<file path="src/rtl/arch_defs_pkg.sv">
// rtl/arch_defs_pkg.sv - SAP-2 opcode set, instruction lengths and fetch states
package arch_defs_pkg;

    typedef enum logic [7:0] {
        OP_NOP   = 8'h00,
        OP_LDI_B = 8'h06,
        OP_STA   = 8'h32,
        OP_LDA   = 8'h3A,
        OP_LDI_A = 8'h3E,
        OP_HLT   = 8'h76,
        OP_ADD_B = 8'h80,
        OP_SUB_B = 8'h90,
        OP_JNZ   = 8'hC2,
        OP_JMP   = 8'hC3,
        OP_JZ    = 8'hCA,
        OP_OUT   = 8'hD3,
        OP_ANI   = 8'hE6,
        OP_JN    = 8'hFA
    } opcode_e;

    typedef enum logic [3:0] {
        S_OP_ADDR,
        S_OP_DATA,
        S_LO_ADDR,
        S_LO_DATA,
        S_HI_ADDR,
        S_HI_DATA,
        S_DECIDE,
        S_ISSUE,
        S_HALT
    } fetch_state_e;

    // Unknown opcodes are one byte long; the control unit decides what they mean.
    function automatic logic [1:0] instr_len(input logic [7:0] op);
        case (op)
            OP_LDA, OP_STA, OP_JMP, OP_JZ, OP_JNZ, OP_JN: instr_len = 2'd3;
            OP_LDI_A, OP_LDI_B, OP_OUT, OP_ANI:           instr_len = 2'd2;
            default:                                      instr_len = 2'd1;
        endcase
    endfunction

    function automatic logic is_jump(input logic [7:0] op);
        case (op)
            OP_JMP, OP_JZ, OP_JNZ, OP_JN: is_jump = 1'b1;
            default:                      is_jump = 1'b0;
        endcase
    endfunction

endpackage

</file>
<file path="src/rtl/branch_cond.sv">
// rtl/branch_cond.sv - jump condition evaluation from Z/N flags
module branch_cond
    import arch_defs_pkg::*;
(
    input  logic [7:0] opcode_i,
    input  logic       flag_zero_i,
    input  logic       flag_negative_i,
    output logic       take_o
);

    always_comb begin
        take_o = 1'b0;
        case (opcode_i)
            OP_JMP:  take_o = 1'b1;
            OP_JZ:   take_o = flag_zero_i;
            OP_JNZ:  take_o = ~flag_zero_i;
            OP_JN:   take_o = flag_negative_i;
            default: take_o = 1'b0;
        endcase
    end

endmodule

</file>
<file path="src/rtl/instr_fetch_unit.sv">
// rtl/instr_fetch_unit.sv - SAP-2 fetch/branch stage: PC, byte fetch, jump resolve, HLT
module instr_fetch_unit
    import arch_defs_pkg::*;
#(
    parameter int unsigned           ADDR_WIDTH   = 16,
    parameter int unsigned           DATA_WIDTH   = 8,
    parameter logic [ADDR_WIDTH-1:0] RESET_VECTOR = 16'hF000
) (
    input  logic                  clk,
    input  logic                  reset,
    output logic [ADDR_WIDTH-1:0] mem_addr,
    output logic                  mem_rd,
    input  logic [DATA_WIDTH-1:0] mem_rdata,
    input  logic                  flag_zero_i,
    input  logic                  flag_negative_i,
    output logic                  instr_valid,
    input  logic                  instr_ready,
    output logic [DATA_WIDTH-1:0] opcode,
    output logic [DATA_WIDTH-1:0] operand_lo,
    output logic [DATA_WIDTH-1:0] operand_hi,
    output logic [ADDR_WIDTH-1:0] pc_o,
    output logic                  branch_taken,
    output logic                  halted
);

    localparam logic [ADDR_WIDTH-1:0] PC_ONE = 1;

    fetch_state_e          state_q, state_d;
    logic [ADDR_WIDTH-1:0] pc_q, pc_d;
    logic [DATA_WIDTH-1:0] opcode_q, opcode_d;
    logic [DATA_WIDTH-1:0] lo_q, lo_d;
    logic [DATA_WIDTH-1:0] hi_q, hi_d;
    logic                  branch_q, branch_d;
    logic                  take;

    branch_cond u_branch_cond (
        .opcode_i        (opcode_q),
        .flag_zero_i     (flag_zero_i),
        .flag_negative_i (flag_negative_i),
        .take_o          (take)
    );

    always_comb begin
        state_d  = state_q;
        pc_d     = pc_q;
        opcode_d = opcode_q;
        lo_d     = lo_q;
        hi_d     = hi_q;
        branch_d = 1'b0;
        case (state_q)
            S_OP_ADDR: state_d = S_OP_DATA;
            S_OP_DATA: begin
                opcode_d = mem_rdata;
                pc_d     = pc_q + PC_ONE;
                state_d  = (instr_len(mem_rdata) == 2'd1) ? S_DECIDE : S_LO_ADDR;
            end
            S_LO_ADDR: state_d = S_LO_DATA;
            S_LO_DATA: begin
                lo_d    = mem_rdata;
                pc_d    = pc_q + PC_ONE;
                state_d = (instr_len(opcode_q) == 2'd3) ? S_HI_ADDR : S_DECIDE;
            end
            S_HI_ADDR: state_d = S_HI_DATA;
            S_HI_DATA: begin
                hi_d    = mem_rdata;
                pc_d    = pc_q + PC_ONE;
                state_d = S_DECIDE;
            end
            S_DECIDE: begin
                if (opcode_q == OP_HLT) begin
                    state_d = S_HALT;
                end else if (is_jump(opcode_q)) begin
                    // Jumps are resolved here and never reach the control unit.
                    if (take) begin
                        pc_d     = {hi_q, lo_q};
                        branch_d = 1'b1;
                    end
                    state_d = S_OP_ADDR;
                end else begin
                    state_d = S_ISSUE;
                end
            end
            S_ISSUE:  if (instr_ready) state_d = S_OP_ADDR;
            S_HALT:   state_d = S_HALT;
            default:  state_d = S_OP_ADDR;
        endcase
    end

    always_ff @(posedge clk or negedge reset) begin
        if (!reset) begin
            state_q  <= S_OP_ADDR;
            pc_q     <= RESET_VECTOR;
            opcode_q <= '0;
            lo_q     <= '0;
            hi_q     <= '0;
            branch_q <= 1'b0;
        end else begin
            state_q  <= state_d;
            pc_q     <= pc_d;
            opcode_q <= opcode_d;
            lo_q     <= lo_d;
            hi_q     <= hi_d;
            branch_q <= branch_d;
        end
    end

    // The reset state is an address state, so the strobe is masked while reset is held.
    assign mem_rd       = reset & ((state_q == S_OP_ADDR) | (state_q == S_LO_ADDR) |
                                   (state_q == S_HI_ADDR));
    assign mem_addr     = pc_q;
    assign pc_o         = pc_q;
    assign opcode       = opcode_q;
    assign operand_lo   = lo_q;
    assign operand_hi   = hi_q;
    assign branch_taken = branch_q;
    assign instr_valid  = (state_q == S_ISSUE);
    assign halted       = (state_q == S_HALT);

endmodule

</file>
<file path="config.mk">
export PLATFORM = sky130hd
export DESIGN_NAME = instr_fetch_unit
export DESIGN_NICKNAME = d
export VERILOG_FILES = /design/src/rtl/arch_defs_pkg.sv /design/src/rtl/branch_cond.sv /design/src/rtl/instr_fetch_unit.sv
export SDC_FILE = /design/constraint.sdc
export NUM_CORES = 1
export LEC_CHECK = 0
export ABC_AREA = 1
export CAP_MARGIN = 20
export CORE_MARGIN = 2
export CORE_UTILIZATION = 54
export CTS_BUF_LIST = sky130_fd_sc_hd__clkbuf_4
export DETAILED_ROUTE_END_ITERATION = 10
export GPL_TIMING_DRIVEN = 0
export HOLD_SLACK_MARGIN = 0.15
export PLACE_DENSITY_LB_ADDON = 0.25
export SYNTH_ARGS = -nofsm -noshare
export SYNTH_HDL_FRONTEND = slang
export SYNTH_HIERARCHICAL = 1
export SYNTH_SLANG_ARGS = --single-unit
export TNS_END_PERCENT = 10
</file>
<file path="constraint.sdc">
create_clock -name clk -period 2.5 [get_ports clk]
set_clock_uncertainty 0.1 [all_clocks]
set_input_delay 0.25 -clock clk [delete_from_list [all_inputs] [get_ports clk]]
set_output_delay 0.25 -clock clk [all_outputs]
set_load 0.02 [all_outputs]
</file>
==> qor.txt <==
Post-synth top cells: 142 x nand2_1, 41 x dfrtp_1, 31 x o21ai_0
type of element capturing the critical path: primary output
CTS root buffer: clkbuf_4
number of antenna violations at the first check in global routing: 0
Gate Count Post-Synth: 384
floorplan row count: 25
CP delay by family, top: buffers and inverters
remaining routing DRC violations: 0
Layout area overhead: 33.7%
WHS: 0.149 ns
per-cell via count in the routed design: 5.19
transition time at the pin with the least slew margin: 0.345 ns
fill cell total of the finished layout: 403
Port Buf Inserts: 72
proportion of layout cells with a drive suffix above 1: 12.4%
total area of multi-input combinational cells: 1310 um^2
number of enable flip-flop cells after synthesis: 0
most used flip-flop cell after synthesis: dfrtp_1
power density of the placed cells: 1300 nW/um^2
router iterations before antenna repair: 4
Worst EP required: 2.15 ns
Worst path max stage delay: 0.67 ns
initial standard-cell utilization of the core: 56.9%
maximum number of pins on one net before global-route repair: 37
Slew Limit Fails: 0
top-level I/O count: 73
ratio of final minimum period to clock period: 92.4%
H-tree levels: 2
TritonCTS clock tree: done
TritonCTS Buffers: 5
worst endpoint data arrival time: 1.96 ns
startpoint kind of the worst setup timing path: flip-flop
maximum frequency from static timing analysis: 433 MHz
initial DRC count: 160
worst-path fanout max: 7
Post-Route WL: 6960 um
first-pass GRT wire length: 11300 um
run status: finished clean
smallest setup slack after layout: 0.190 ns
final setup fails: 0
library cell occupying the most area in the post-synthesis netlist: dfrtp_1
count leader, synth: nand2_1
Avg Inst Size Synth: 7.14 um^2
full die area: 5660 um^2
fraction of the yosys area taken by sequential cells: 41.2%
endpoints failing hold: 0
IR drop worst, VDD: 0.857 mV
core area: 4820 um^2
WL/cell: 13.1 um
top cells by area, synth: dfrtp_1 37%, nand2_1 19%, o21ai_0 5.7%
Final Wtd Congestion: 0.885
top-area cell type share of the netlist area: 37.4%
HP Class: in2async
remaining global-route overflow: 0
synthesized cell area: 2740 um^2
NumNets Final: 479
LEAKAGE: 1.77 nW
max-cap violations: 0
number of antenna cells inserted: 0
Final Critical Period: 2.31 ns
count of distinct cell types in the synthesized netlist: 33
vias after detailed routing: 2768
WS Path Type: reg2out
count of synthesis-stage warnings from yosys: 6
Post-Synthesis Net Count: 398
Async SR Flop Fraction: 100%
register clock-pin slew on the reported worst setup and hold paths: 0.15 ns
Bufs on Longest Clock Path: 2
post-placement setup slack: 0.465 ns
clk sinks: 45
Tot GR Track Use: 26.6%
setup repair after global routing missed its margin: false
y dimension of the die: 75.3 um
register bit total from synthesis: 45
HPWL Detailed: 5290 um
cells traversed along the worst timing path: buf_2 > nor4_1 > clkdlybuf4s50_1
clock latency on the worst-skew pair: 0.37 ns
Worst slew margin: 76.8%
cell at the slowest stage of the critical path: clkdlybuf4s50_1
Buf/Inv on CP: 2
vias in the first global route: 2593
Post-DRT Antenna Nets: 0
area of all sequential standard cells: 1130 um^2
die width: 75.3 um
[cell usage in the layout, fill, tap and decap left out, drive strengths merged]
cell type,instances
clkbuf,10
clkdlybuf4s50,70
ha,1
buf,22
a21oi,4
bufinv,1
dlygate4sd3,1
nand3b,1
a31oi,1
dfrtp,41
xnor2,2
dfstp,4
or2,3
nor4,3
mux2i,4
a21o,1
nand2,145
dlymetal6s2s,1
nand4,6
nand3,26
xor2,3
o21bai,2
inv,36
o21ai,38
nor3,7
nor2,32
clkinv,1
[registers in the layout (all words and copies together), names as in the netlist]
register / flops
branch_taken: 1
opcode: 8
operand_hi: 8
mem_addr: 16
operand_lo: 8
state_q: 4
[cells by family (layout without fill, tap and decap cells)]
| kind of cell | after synthesis | in the layout | synth area share [%] |
|---|---|---|---|
| multiplexers | 4 | 4 | 1.46 |
| adder cells (fa/ha/maj) | 1 | 1 | 0.456 |
| buffers and inverters | 60 | 142 | 11.2 |
| AND/OR/NAND/NOR | 223 | 223 | 34.8 |
| flip-flops | 45 | 45 | 41.2 |
| XOR/XNOR | 5 | 5 | 1.60 |
| AO/OA/AOI/OAI | 46 | 46 | 9.26 |
[worst paths after layout]
check | startpoint | endpoint | slack, ns | depth (start not counted)
max in group asynchronous | reset | mem_addr[12] | 1.65 | 3
min in group clk | instr_ready | state_q[2] | 0.41 | 4
min reg2reg | mem_addr[13] | mem_addr[13] | 0.41 | 2
min | reset | mem_addr[4] | 0.15 | 2
max | state_q[1] | halted | 0.19 | 3
max reg2reg | mem_addr[0] | mem_addr[10] | 0.68 | 10
[area by class of cell]
class / count / area share, %
plain buffers: 24 / 4.61
clock buffers: 6 / 1.23
clock inverters: 2 / 1.06
inverters: 36 / 3.75
multi-input cells: 279 / 35.8
flip-flops and latches: 45 / 30.8
well taps: 67 / 2.29
repair buffers: 74 / 20.5
[metrics by stage]
stage | TNS [ns] | instance area (um^2) | power, mW | util [%] | cells
2_1_floorplan | 0 | 2740 | 3.14 | - | 384
3_3_place_gp | -6.16 | 3550 | 4.19 | 73.6 | 523
3_5_place_dp | 0 | 3560 | 4.28 | 73.9 | 524
4_1_cts | 0 | 3660 | 4.75 | 75.9 | 533
5_1_grt | 0 | 3670 | 5.08 | 76.1 | 533
6_report | 0 | 3670 | 4.75 | 76.1 | 533
[timing repair]
| action | in CTS | in global routing |
|---|---|---|
| resized for setup | 0 | 3 |
| buffers inserted | 0 | 0 |
| hold buffers | 1 | 0 |
| hold endpoints to repair | 44 | 0 |
| setup endpoints to repair | 0 | 1 |
[per-layer routing]
layer / GRT usage, % / share of wire [%] / vias up
met2: 47.3 / 52 / 102
met4: 11.9 / 1.5 / 0
met5: 0 / 0 / -
met3: 6.29 / 6.5 / 12
li1: - / - / 1378
met1: 30.4 / 40 / 1276
[where the power goes]
| part | internal [mW] | switching (mW) |
|---|---|---|
| registers | 1.06 | 0.405 |
| clock network | 0.224 | 0.254 |
| logic | 1.26 | 1.54 |
(Power assumes the default switching activity.)
